**config.mk**
```make
export PLATFORM = sky130hd
export DESIGN_NAME = reg_bank_seq
export DESIGN_NICKNAME = d
export VERILOG_FILES = /design/src/rtl/reg_bank_seq.sv
export SDC_FILE = /design/constraint.sdc
export NUM_CORES = 1
export LEC_CHECK = 0
export CAP_MARGIN = 20
export CELL_PAD_IN_SITES_DETAIL_PLACEMENT = 1
export CELL_PAD_IN_SITES_GLOBAL_PLACEMENT = 1
export CORE_AREA = 2 2 59 61
export DETAILED_ROUTE_END_ITERATION = 10
export DIE_AREA = 0 0 61 63
export PLACE_DENSITY_LB_ADDON = 0.1
export SETUP_SLACK_MARGIN = 0.3
export SLEW_MARGIN = 20
export SYNTH_ARGS = -nofsm -noshare
export SYNTH_HDL_FRONTEND = slang
export SYNTH_SLANG_ARGS = --single-unit
```
**constraint.sdc**
```tcl
create_clock -name clk_i -period 2.3 [get_ports clk_i]
set_input_delay 0.46 -clock clk_i [delete_from_list [all_inputs] [get_ports clk_i]]
set_output_delay 0.46 -clock clk_i [all_outputs]
set_load 0.1 [all_outputs]
```
**src/rtl/reg_bank_seq.sv**
```systemverilog
// reg_bank_seq: four-entry operand register bank feeding a downstream 4:1 nibble selector.
//
// Holds four WIDTH-bit operands (a/b/c/d) written through a ready/valid port and drives the
// selector's 2-bit sel either from a registered manual select (IDLE) or from an auto-scan FSM
// that steps sel 0->1->2->3, holding each value for SCAN_DWELL cycles.
//
// Ports:
//   clk_i          clock, all state changes on the rising edge
//   reset_i        synchronous active-high reset, overrides every other input
//   wr_en_i        write request (valid)
//   wr_addr_i      target register: 0=a 1=b 2=c 3=d
//   wr_data_i      write data
//   wr_ready_o     write accepted this cycle when wr_en_i & wr_ready_o
//   man_sel_i      manual select, followed while IDLE
//   scan_start_i   start auto-scan (level, acted on in IDLE only)
//   scan_stop_i    abort auto-scan
//   a_o..d_o       registered operands
//   sel_o          registered select
//   scan_busy_o    high while scanning
//   scan_done_o    one-cycle pulse on scan completion or abort
//
// Build option: define REG_BANK_SCAN_WRAP_EN to make the scan wrap 3->0 and run until
// scan_stop_i. Undefined (default): a single pass 0..3, then completion.

module reg_bank_seq #(
  parameter int unsigned      WIDTH      = 4,
  parameter int unsigned      SCAN_DWELL = 1,  // legal range 1..15
  parameter logic [WIDTH-1:0] RESET_VAL  = '0
) (
  input  logic             clk_i,
  input  logic             reset_i,
  input  logic             wr_en_i,
  input  logic [1:0]       wr_addr_i,
  input  logic [WIDTH-1:0] wr_data_i,
  output logic             wr_ready_o,
  input  logic [1:0]       man_sel_i,
  input  logic             scan_start_i,
  input  logic             scan_stop_i,
  output logic [WIDTH-1:0] a_o,
  output logic [WIDTH-1:0] b_o,
  output logic [WIDTH-1:0] c_o,
  output logic [WIDTH-1:0] d_o,
  output logic [1:0]       sel_o,
  output logic             scan_busy_o,
  output logic             scan_done_o
);

  typedef enum logic [1:0] {
    StIdle,
    StScan,
    StDone
  } state_e;

  localparam logic [3:0] CntLast = 4'(SCAN_DWELL - 1);

  state_e           state_q, state_d;
  logic [1:0]       sel_q, sel_d;
  logic [3:0]       cnt_q, cnt_d;
  logic [WIDTH-1:0] ops_q [4];
  logic [WIDTH-1:0] ops_d [4];

  // Never overwrite the operand that is currently presented downstream during a scan.
  assign wr_ready_o = !((state_q == StScan) && (wr_addr_i == sel_q));

  always_comb begin
    ops_d = ops_q;
    if (wr_en_i && wr_ready_o) begin
      ops_d[wr_addr_i] = wr_data_i;
    end
  end

  always_comb begin
    state_d = state_q;
    sel_d   = sel_q;
    cnt_d   = cnt_q;
    unique case (state_q)
      StIdle: begin
        sel_d = man_sel_i;
        // Stop wins over start, so asserting both leaves the bank idle.
        if (scan_start_i && !scan_stop_i) begin
          state_d = StScan;
          sel_d   = 2'd0;
          cnt_d   = 4'd0;
        end
      end
      StScan: begin
        if (scan_stop_i) begin
          state_d = StDone;
          cnt_d   = 4'd0;
        end else if (cnt_q == CntLast) begin
          cnt_d = 4'd0;
`ifdef REG_BANK_SCAN_WRAP_EN
          sel_d = sel_q + 2'd1;
`else
          // Last step of the single pass: keep sel at 3 through DONE.
          if (sel_q == 2'd3) begin
            state_d = StDone;
          end else begin
            sel_d = sel_q + 2'd1;
          end
`endif
        end else begin
          cnt_d = cnt_q + 4'd1;
        end
      end
      StDone: begin
        state_d = StIdle;
      end
      default: begin
        state_d = StIdle;
      end
    endcase
  end

  always_ff @(posedge clk_i) begin
    if (reset_i) begin
      state_q <= StIdle;
      sel_q   <= 2'd0;
      cnt_q   <= 4'd0;
      for (int i = 0; i < 4; i++) begin
        ops_q[i] <= RESET_VAL;
      end
    end else begin
      state_q <= state_d;
      sel_q   <= sel_d;
      cnt_q   <= cnt_d;
      ops_q   <= ops_d;
    end
  end

  assign a_o         = ops_q[0];
  assign b_o         = ops_q[1];
  assign c_o         = ops_q[2];
  assign d_o         = ops_q[3];
  assign sel_o       = sel_q;
  assign scan_busy_o = (state_q == StScan);
  assign scan_done_o = (state_q == StDone);

endmodule

```
Word-level counts from Yosys, hierarchy flattened

Cells that the tools add are included.

Register bits: 24
Input port bits: 13
Word-level logic and storage cells: 51

Add/sub/neg operators: 2
$lt $le $gt $ge: 2
Equal/unequal tests: 10
Mux-type cells: 17
Bitwise gates (word level): 1
Reductions and logical operators: 12

Operators by type and width:

| operator            | number |
|---|---|
| $bwmux 16           | 1 |
| $mux 2              | 8 |
| $mux 4              | 4 |
| $demux 4 s2         | 1 |
| $pmux 2 s2          | 2 |
| $pmux 4 s2          | 1 |
| $ne 2x2->1 const B  | 3 |
| $ne 3x2->1 const B  | 2 |
| $add 4x1->4 const B | 1 |
| $eq 2x2->1 const B  | 2 |
| $logic_and 1x1->1   | 4 |
| $logic_not 4->1     | 1 |
| $reduce_and 4->1    | 1 |
| $ge 3x3->1 const B  | 1 |
| $lt 3x1->1 const B  | 1 |
| $not 2->3           | 1 |
| $reduce_and 3->1    | 1 |
| $add 2x1->2 const B | 1 |
| $eq 2x1->1 const B  | 1 |
| $eq 2x2->1          | 1 |
| $logic_not 1->1     | 2 |
| $logic_not 2->1     | 1 |
| $ne 2x1->1 const B  | 1 |
| $reduce_and 2->1    | 1 |
| $reduce_bool 2->1   | 1 |

Longest topological paths before layout

Gate-level depths: netlist of run 1.

Depth in word-level cells: 6
Depth in mapped cells: 6

Worst setup path before layout of run 1

Ideal clock, no wire load.

Path kind: reg2out
Start: register sel_q[0] (netlist: sel_o[0])
End: output wr_ready_o
Arrival time: 2.195 ns
Slack: -0.355 ns
Stages on the path, launching flop included: 3
Buffers on the path: 0
Cell sequence: dfxtp_1 xnor2_2 nand3_1

Cells in the longest elaborated chain, start to end: 3

RTL lines:

| what                   | line | RTL |
|---|---|---|
| start, declared        | 57   | `logic [1:0] sel_q, sel_d;` |
| start signal, assigned | 125  | `sel_q <= sel_d;` |
| $eq 2x2->1             | 63   | `assign wr_ready_o = !((state_q == StScan) && (wr_addr_i == sel_q));` |
| $logic_and 1x1->1      | 63   |  |
| $logic_not 1->1        | 63   |  |
| end, declared          | 35   | `output logic wr_ready_o,` |

No other way between the ends.

Worst setup path in the final report of run 1

Start: register state_q[0]
End: output wr_ready_o

Cells in the longest elaborated chain, start to end: 3

RTL lines:

| what                   | line | RTL |
|---|---|---|
| start, declared        | 56   | `state_e state_q, state_d;` |
| start signal, assigned | 117  | `state_q <= StIdle;` |
| start signal, assigned | 124  | `state_q <= state_d;` |
| $eq 2x1->1             | 63   |  |
| $logic_and 1x1->1      | 63   |  |
| $logic_not 1->1        | 63   |  |

No other way between the ends.

==> impl_metrics.toml, run 1 <==
[status]
status = "finished clean"

[yosys]
ys_ff_latch = 24
yosys.cell_types.count = 33
synth.yosys.seq_area_share_pct = 40.59
synth_warnings = 0
synthesis.nets = 128
synth_area_um2 = 1184
yosys.area.top_type = "dfxtp_1"
ys.flop_type = "dfxtp_1"
synth_async_sr_flop_share_pct = 0
syn_inst = 112
synth_top_cell_area_share_pct = 40.59
syn-mean-instance-area_um2 = 10.57
synth_edf_count = 0
synthTopCellsByArea = "dfxtp_1 (41%), mux2i_1 (14%), nor2_1 (6.7%)"

[critical_path]
crit_required_ns = 1.84
worstSetupPathType = "reg -> out"
reg2regPathDepth = 6
cp_cell_sequence = "and2b_4 > nand3_2 > buf_12"
r2r-start = "cnt_q[0]$_SDFFE_PP0P_"
r2r-end = "sel_o[0]$_SDFFE_PP0P_"
crit_path_max_fanout = 11
crit_start = "state_q[0]$_SDFFE_PP0P_"
cp-start-kind = "register"
cp_slowest_stage_delay_ns = 0.47
cp.arrival_ns = 1.44
rrSetupSlack_ns = 0.70
cp_slowest_cell = "dfxtp_2"
endpoint_kind = "output pin"

[worst_hold_path]
holdPathEnd = "state_q[0]$_SDFFE_PP0P_"
hold_depth = 1
min-delay-start = "state_q[1]$_SDFFE_PP0P_"
hp-class = "reg -> reg"

[final_layout]
fin_area_um2 = 1599
fillCellCount = 389
seqCellArea_um2 = 484.2
layout_commonest_cell = "buf_4"
multi_input_area_um2 = 679.4
num_antenna_cells = 0
final_cell_mix = "buf_4 (22), dfxtp_1 (21), nor2_1 (20)"
drive_gt1_share_pct = 30.41
syn_to_final_growth_pct = 35.09
nNetsFinal = 165

[floorplan]
die_w_um = 61
rows = 21
initial_utilization_pct = 36.62
die_area_um2 = 3843
die_height_um = 63
io_pins = 34
fp.coreArea_um2 = 3232

[clock_tree]
clk_path_buf_depth = 2
clock-root-buffer = "clkbuf_4"
h-tree-depth = 1
path_clk_slew_ns = 0.13
clkLatencyLatePin_ns = 0.31
cts_inserted_buffers = 3
cts_hold_buf = 0
clock_sinks = 24
cts_tree = "yes"

[job]
cap_violations = 0

[timing]
maxSlewHeadroom_pct = 71.17
final.setup.tns_ns = 0
setup_violations = 0
min_period_ns = 1.903
rsz0062_at_grt = "no"
period_share_pct = 82.76
fmax_ghz = 0.5254
hold_viol_final = 0
slew_viol_final = 0
worstMarginPinSlew_ns = 0.4278
finalClockSkew_ns = 0.004443

[place]
dpl_cell_area_um2 = 1526
gp_congestion = 0.7060
dp_hpwl_mm = 2.096
portBuffers = 33

[detailed_routing]
vias = 957
drcViolationCount = 0
ant_nets = 0
drtPass1Iterations = 4
drt-wirelength-per-cell_um = 14.41
wl_mm = 2.795
viasPerCell = 4.933
drt-initial-drc-count = 40

[global_route]
grt_pass1_wl_mm = 4.733
grt_usage_pct = 16.67
grt_pass1_vias = 971
grt_max_degree = 25
antenna_found_initial = 0
overflow = 0

[power]
finalPower_uw = 933.5
p_per_area_nw_per_um2 = 583.8
power.leakage_nw = 0.6506
irDropWorstVdd_uv = 238.0
==> synth_stat cells, types with 2 or more instances <==
| library cell | count |
|---|---|
| dfxtp_1 | 24 |
| nor2_1 | 21 |
| mux2i_1 | 17 |
| a21oi_1 | 4 |
| inv_1 | 4 |
| a31oi_4 | 3 |
| ha_1 | 3 |
| nand3_1 | 3 |
| nand3b_1 | 3 |
| nor3b_1 | 3 |
| a311oi_1 | 2 |
| clkbuf_1 | 2 |
| o21ai_1 | 2 |
| xnor2_2 | 2 |
==> what timing repair did <==
action,CTS,global route
setup endpoints to repair,1,0
setup buffers,2,0
resized for setup,5,0
==> per-layer routing <==
metal  share of wire [%]  up-vias  track usage, %
li1                    -      476               -
met3                 4.5        2           3.520
met2                  51       20           25.81
met4                 1.0        0           5.707
met1                  44      459           22.61
met5                   0        -               0
==> how the worst max path moves through the flow <==
stage / endpoint / slack (ns) / cells after the start
6_report: wr_ready_o / 0.40 / 3
5_1_grt: wr_ready_o / 0.31 / 3
4_1_cts: wr_ready_o / 0.39 / 3
3_5_place_dp: wr_ready_o / 0.02 / 4
3_3_place_gp: wr_ready_o / 0.08 / 4
2_1_floorplan: wr_ready_o / 0.28 / 2
==> stage by stage <==
step | utilization, % | hold slack [ns] | std cells | worst slack (ns)
finish | 49.48 | 0.4631 | 194 | 0.3966
global route | 49.48 | 0.5223 | 194 | 0.3135
CTS | 49.48 | 0.4693 | 194 | 0.3853
detailed placement | 47.23 | 0.4579 | 188 | 0.02005
global placement | 47.23 | 0.4485 | 188 | 0.08204
floorplan | - | 0.4323 | 112 | 0.2759
==> cells by family (layout without fill, tap and decap cells) <==
family                   count (synthesis)  count (layout)  share of synthesized area, %
buffers and inverters                    9              45                         4.545
adder cells (fa/ha/maj)                  3               3                         3.172
multiplexers                            17              17                         14.38
AND/OR/NAND/NOR                         37              37                         16.07
flip-flops                              24              24                         40.59
XOR/XNOR                                 2               2                         2.748
AO/OA/AOI/OAI                           20              20                         18.50
==> where the power goes <==
group	internal [mW]	leakage (nW)	total [mW]	switching [mW]
sequential	0.431	0.196	0.446	0.0151
clock	0.0967	0.0210	0.223	0.126
combinational	0.0852	0.434	0.264	0.179
==> sequential cells by signal (all words and copies together) (netlist names) <==
signal and flops:
c_o 4, b_o 4, d_o 4, cnt_q 4, sel_o 2, a_o 4, state_q 2
==> final cells by class <==
class | count | area share (%)
clock buffer | 4 | 2.269
timing repair buffer | 36 | 20.19
tap | 46 | 3.599
sequential | 24 | 30.28
inverter | 5 | 1.174
multi-input combinational | 79 | 42.49
==> critical path: cells and delay by family (launching register included) <==
family,cells,cell delay [ns]
buf+inv,1,0.19
flops,1,0.47
simple gates,2,0.47
(Power assumes the default switching activity.)
==> run 2: changes to the inputs <==
- CORE_AREA: 2 2 59 61 -> 2 2 64 66
- DIE_AREA: 0 0 61 63 -> 0 0 66 68
- clock period: 2.3 -> 1.61 ns (I/O delays scaled with it)
==> impl_metrics.toml, run 2 (same netlist as run 1, synthesis figures left out) <==
[timing]
setup_ws_ns = 0.1368
fmax_ghz = 0.6788
worstMarginPinSlew_ns = 0.4098
finalClockSkew_ns = 0.007621
hold_viol_final = 0
final.setup.tns_ns = 0
min_period_ns = 1.473
whs_ns = 0.5176
slew_viol_final = 0
rsz0062_at_grt = "yes"
period_share_pct = 91.51
setup_violations = 0
maxSlewHeadroom_pct = 72.64

[detailed_routing]
vias = 1051
drtPass1Iterations = 4
drt-wirelength-per-cell_um = 15.89
wl_mm = 3.433
viasPerCell = 4.866
drt-initial-drc-count = 37
ant_nets = 0
drcViolationCount = 0

[global_route]
grt_max_degree = 25
overflow = 0
grt_pass1_wl_mm = 5.416
antenna_found_initial = 0
grt_pass1_vias = 1124
grt_usage_pct = 16.15

[final_layout]
fillCellCount = 404
seqCellArea_um2 = 499.2
drive_gt1_share_pct = 50.00
multi_input_area_um2 = 789.5
syn_to_final_growth_pct = 83.40
num_antenna_cells = 0
final_cell_mix = "buf_12 (22), nor2_1 (20), mux2i_1 (17), dfxtp_1 (17), buf_4 (15)"
fin_area_um2 = 2171
layout_commonest_cell = "buf_12"
fin_util_pct = 56.29
fin_cells = 216
nNetsFinal = 183

[floorplan]
rows = 23
die_w_um = 66
die_area_um2 = 4488
die_height_um = 68
fp.coreArea_um2 = 3856
initial_utilization_pct = 30.69
io_pins = 34

[place]
dpl_cell_area_um2 = 1859
dp_hpwl_mm = 2.373
gp_congestion = 0.7827
portBuffers = 33
place_ws_ns = -0.3613
dp_cells = 195

[clock_tree]
path_clk_slew_ns = 0.08
clock_sinks = 24
cts_hold_buf = 0
clkLatencyLatePin_ns = 0.27
clk_path_buf_depth = 2
cts_tree = "yes"
h-tree-depth = 1
clock-root-buffer = "clkbuf_8"
cts_inserted_buffers = 3

[power]
irDropWorstVdd_uv = 487.4
power_frac_seq_pct = 40.0
internal_power_mw = 1.087
clockPowerShare_pct = 29.5
p_per_area_nw_per_um2 = 737.1
switching_share_pct = 32.09
finalPower_mw = 1.600
power.leakage_nw = 0.8447
power_frac_comb_pct = 30.6
p_sw_uw = 513.5

[critical_path]
worstSetupPathType = "reg -> out"
cp-start-kind = "register"
cp.arrival_ns = 1.15
crit_path_max_fanout = 4
crit_required_ns = 1.29
endpoint_kind = "output pin"

[worst_hold_path]
hp-class = "reg -> reg"

[job]
cap_violations = 0

[status]
status = "finished clean"
run 2: layout make-up:
class	count	area share (%)
Inverter	5	1.095
Clock buffer	4	3.055
Multi-Input combinational cell	79	36.37
Sequential cell	24	23.00
Timing Repair Buffer	54	33.60
Tap cell	50	2.882
run 2: worst paths after layout:
check	start	slack, ns	to	cells past startpoint
worst max-delay path	state_q[1]$_SDFFE_PP0P_	0.14	wr_ready_o	3
worst min-delay path	cnt_q[3]$_SDFFE_PP0P_	0.52	cnt_q[3]$_SDFFE_PP0P_	1
worst max register to register	sel_o[0]$_SDFFE_PP0P_	0.15	sel_o[1]$_SDFFE_PP0P_	5
worst min register to register	cnt_q[3]$_SDFFE_PP0P_	0.52	cnt_q[3]$_SDFFE_PP0P_	1
run 2: per-layer routing:
| metal | up-vias | GRT usage (%) | part of all wire, % |
|---|---|---|---|
| li1 | 508 | - | - |
| met1 | 515 | 17.89 | 40 |
| met2 | 21 | 31.94 | 55 |
| met3 | 7 | 2.303 | 3.3 |
| met4 | 0 | 4.592 | 1.9 |
| met5 | - | 0 | 0 |
run 2: worst max-delay path: stages (launching register included):
cell	delay, ns
dfxtp_2	0.33
and2b_4	0.30
nand3_4	0.08
buf_12	0.17
run 2: timing repair:
| action | 4_1_cts | 5_1_grt |
|---|---|---|
| gates resized for setup | 27 | 12 |
| setup endpoints to repair | 26 | 26 |
| pin swaps | 10 | 13 |
| buffers inserted | 13 | 4 |
run 2: power groups by stage:
stage | logic (mW) | clock network [mW] | registers (mW)
finish | 0.489 | 0.472 | 0.639
global route | 0.513 | 0.508 | 0.642
CTS | 0.475 | 0.489 | 0.639
detailed placement | 0.440 | 0 | 0.657
global placement | 0.430 | 0 | 0.656
floorplan | 0.151 | 0 | 0.777
==> run 3: changes to the inputs <==
- SKIP_CTS_REPAIR_TIMING: unset -> 1
==> impl_metrics.toml, run 3 (same netlist as run 1, synthesis figures left out) <==
[clock_tree]
path_clk_slew_ns = 0.08
clk_path_buf_depth = 2
clock_sinks = 24
cts_inserted_buffers = 3
h-tree-depth = 1
clock-root-buffer = "clkbuf_8"
cts_tree = "yes"
clkLatencyLatePin_ns = 0.27

[final_layout]
layout_commonest_cell = "buf_12"
final_cell_mix = "buf_12 (22), nor2_1 (20), mux2i_1 (17), dfxtp_1 (17), buf_4 (16)"
syn_to_final_growth_pct = 80.13
drive_gt1_share_pct = 44.58
num_antenna_cells = 0
fillCellCount = 400
nNetsFinal = 183

[global_route]
grt_pass1_vias = 1036
grt_usage_pct = 14.54
grt_max_degree = 25
overflow = 0
antenna_found_initial = 0
grt_pass1_wl_mm = 4.899

[critical_path]
endpoint_kind = "output pin"
r2r-end = "sel_o[1]$_SDFFE_PP0P_"
worstSetupPathType = "reg -> out"
crit_path_end = "wr_ready_o"
crit_required_ns = 1.29
reg2regPathDepth = 6
crit_start = "state_q[1]$_SDFFE_PP0P_"
crit_path_max_fanout = 5
cp.arrival_ns = 1.21
cp-start-kind = "register"
r2r-start = "cnt_q[1]$_SDFFE_PP0P_"
rrSetupSlack_ns = 0.11

[job]
cap_violations = 0

[floorplan]
fp.coreArea_um2 = 3856
io_pins = 34
rows = 23
die_area_um2 = 4488
die_w_um = 66
die_height_um = 68
initial_utilization_pct = 30.69

[detailed_routing]
vias = 1060
drt-wirelength-per-cell_um = 16.62
viasPerCell = 4.907
ant_nets = 0
drcViolationCount = 0
drtPass1Iterations = 4
wl_mm = 3.589
drt-initial-drc-count = 19

[timing]
slew_viol_final = 0
rsz0062_at_grt = "yes"
fmax_ghz = 0.6521
final.setup.tns_ns = 0
finalClockSkew_ns = 0.007183
setup_ws_ns = 0.07657
hold_viol_final = 0
period_share_pct = 95.24
maxSlewHeadroom_pct = 73.25
min_period_ns = 1.533
worstMarginPinSlew_ns = 0.4007
setup_violations = 0

[status]
status = "finished clean"

[worst_hold_path]
hp-class = "reg -> reg"

[power]
power.leakage_nw = 0.8685
p_per_area_nw_per_um2 = 755.8
irDropWorstVdd_uv = 420.6

[place]
dp_hpwl_mm = 2.373
gp_congestion = 0.7827
place_ws_ns = -0.3613
portBuffers = 33
-- run 3: layout make-up --
class | count | area [um^2] | share of cell area, %
Multi-Input combinational cell | 80 | 754.5 | 35.39
Timing Repair Buffer | 53 | 728.2 | 34.15
Clock buffer | 4 | 66.31 | 3.110
Tap cell | 50 | 62.56 | 2.934
Inverter | 5 | 21.27 | 0.9977
Sequential cell | 24 | 499.2 | 23.42
-- run 3: worst min path at each step --
stage,startpoint,end,slack [ns],cells after the start
final,state_q[1]$_SDFFE_PP0P_,state_q[0]$_SDFFE_PP0P_,0.46,1
after global routing,state_q[1]$_SDFFE_PP0P_,state_q[0]$_SDFFE_PP0P_,0.48,1
after CTS,state_q[1]$_SDFFE_PP0P_,state_q[0]$_SDFFE_PP0P_,0.47,1
after detailed placement,state_q[1]$_SDFFE_PP0P_,state_q[0]$_SDFFE_PP0P_,0.46,1
after global placement,state_q[1]$_SDFFE_PP0P_,state_q[0]$_SDFFE_PP0P_,0.44,1
after floorplan,reset_i,sel_o[0]$_SDFFE_PP0P_,0.38,1
-- run 3: layer usage --
metal | up-vias | GRT usage (%) | wire, um
li1 | 509 | - | -
met1 | 523 | 16.98 | 1384
met2 | 23 | 27.27 | 2039
met3 | 5 | 2.303 | 126
met4 | 0 | 4.592 | 38
met5 | - | 0 | 0
-- run 3: power by group --
group | switching, mW | total (mW) | internal, mW
logic | 0.284 | 0.499 | 0.215
clock network | 0.201 | 0.472 | 0.270
registers | 0.0294 | 0.640 | 0.611
-- run 3: worst max-delay path, cell delays in order, from the launching register on --
cell and delay, ns:
dfxtp_2 0.35, and2b_4 0.32, nand3_4 0.09, buf_12 0.18
-- run 3: stage by stage --
stage	instance area [um^2]	power (mW)	std cells	utilization [%]	hold slack, ns
6_report	2132	1.611	216	55.29	0.4580
5_1_grt	2132	1.673	216	55.29	0.4810
4_1_cts	1926	1.573	199	49.94	0.4683
3_5_place_dp	1859	1.097	195	48.22	0.4552
3_3_place_gp	1859	1.087	195	48.22	0.4445
2_1_floorplan	1252	0.9277	112	-	0.3844
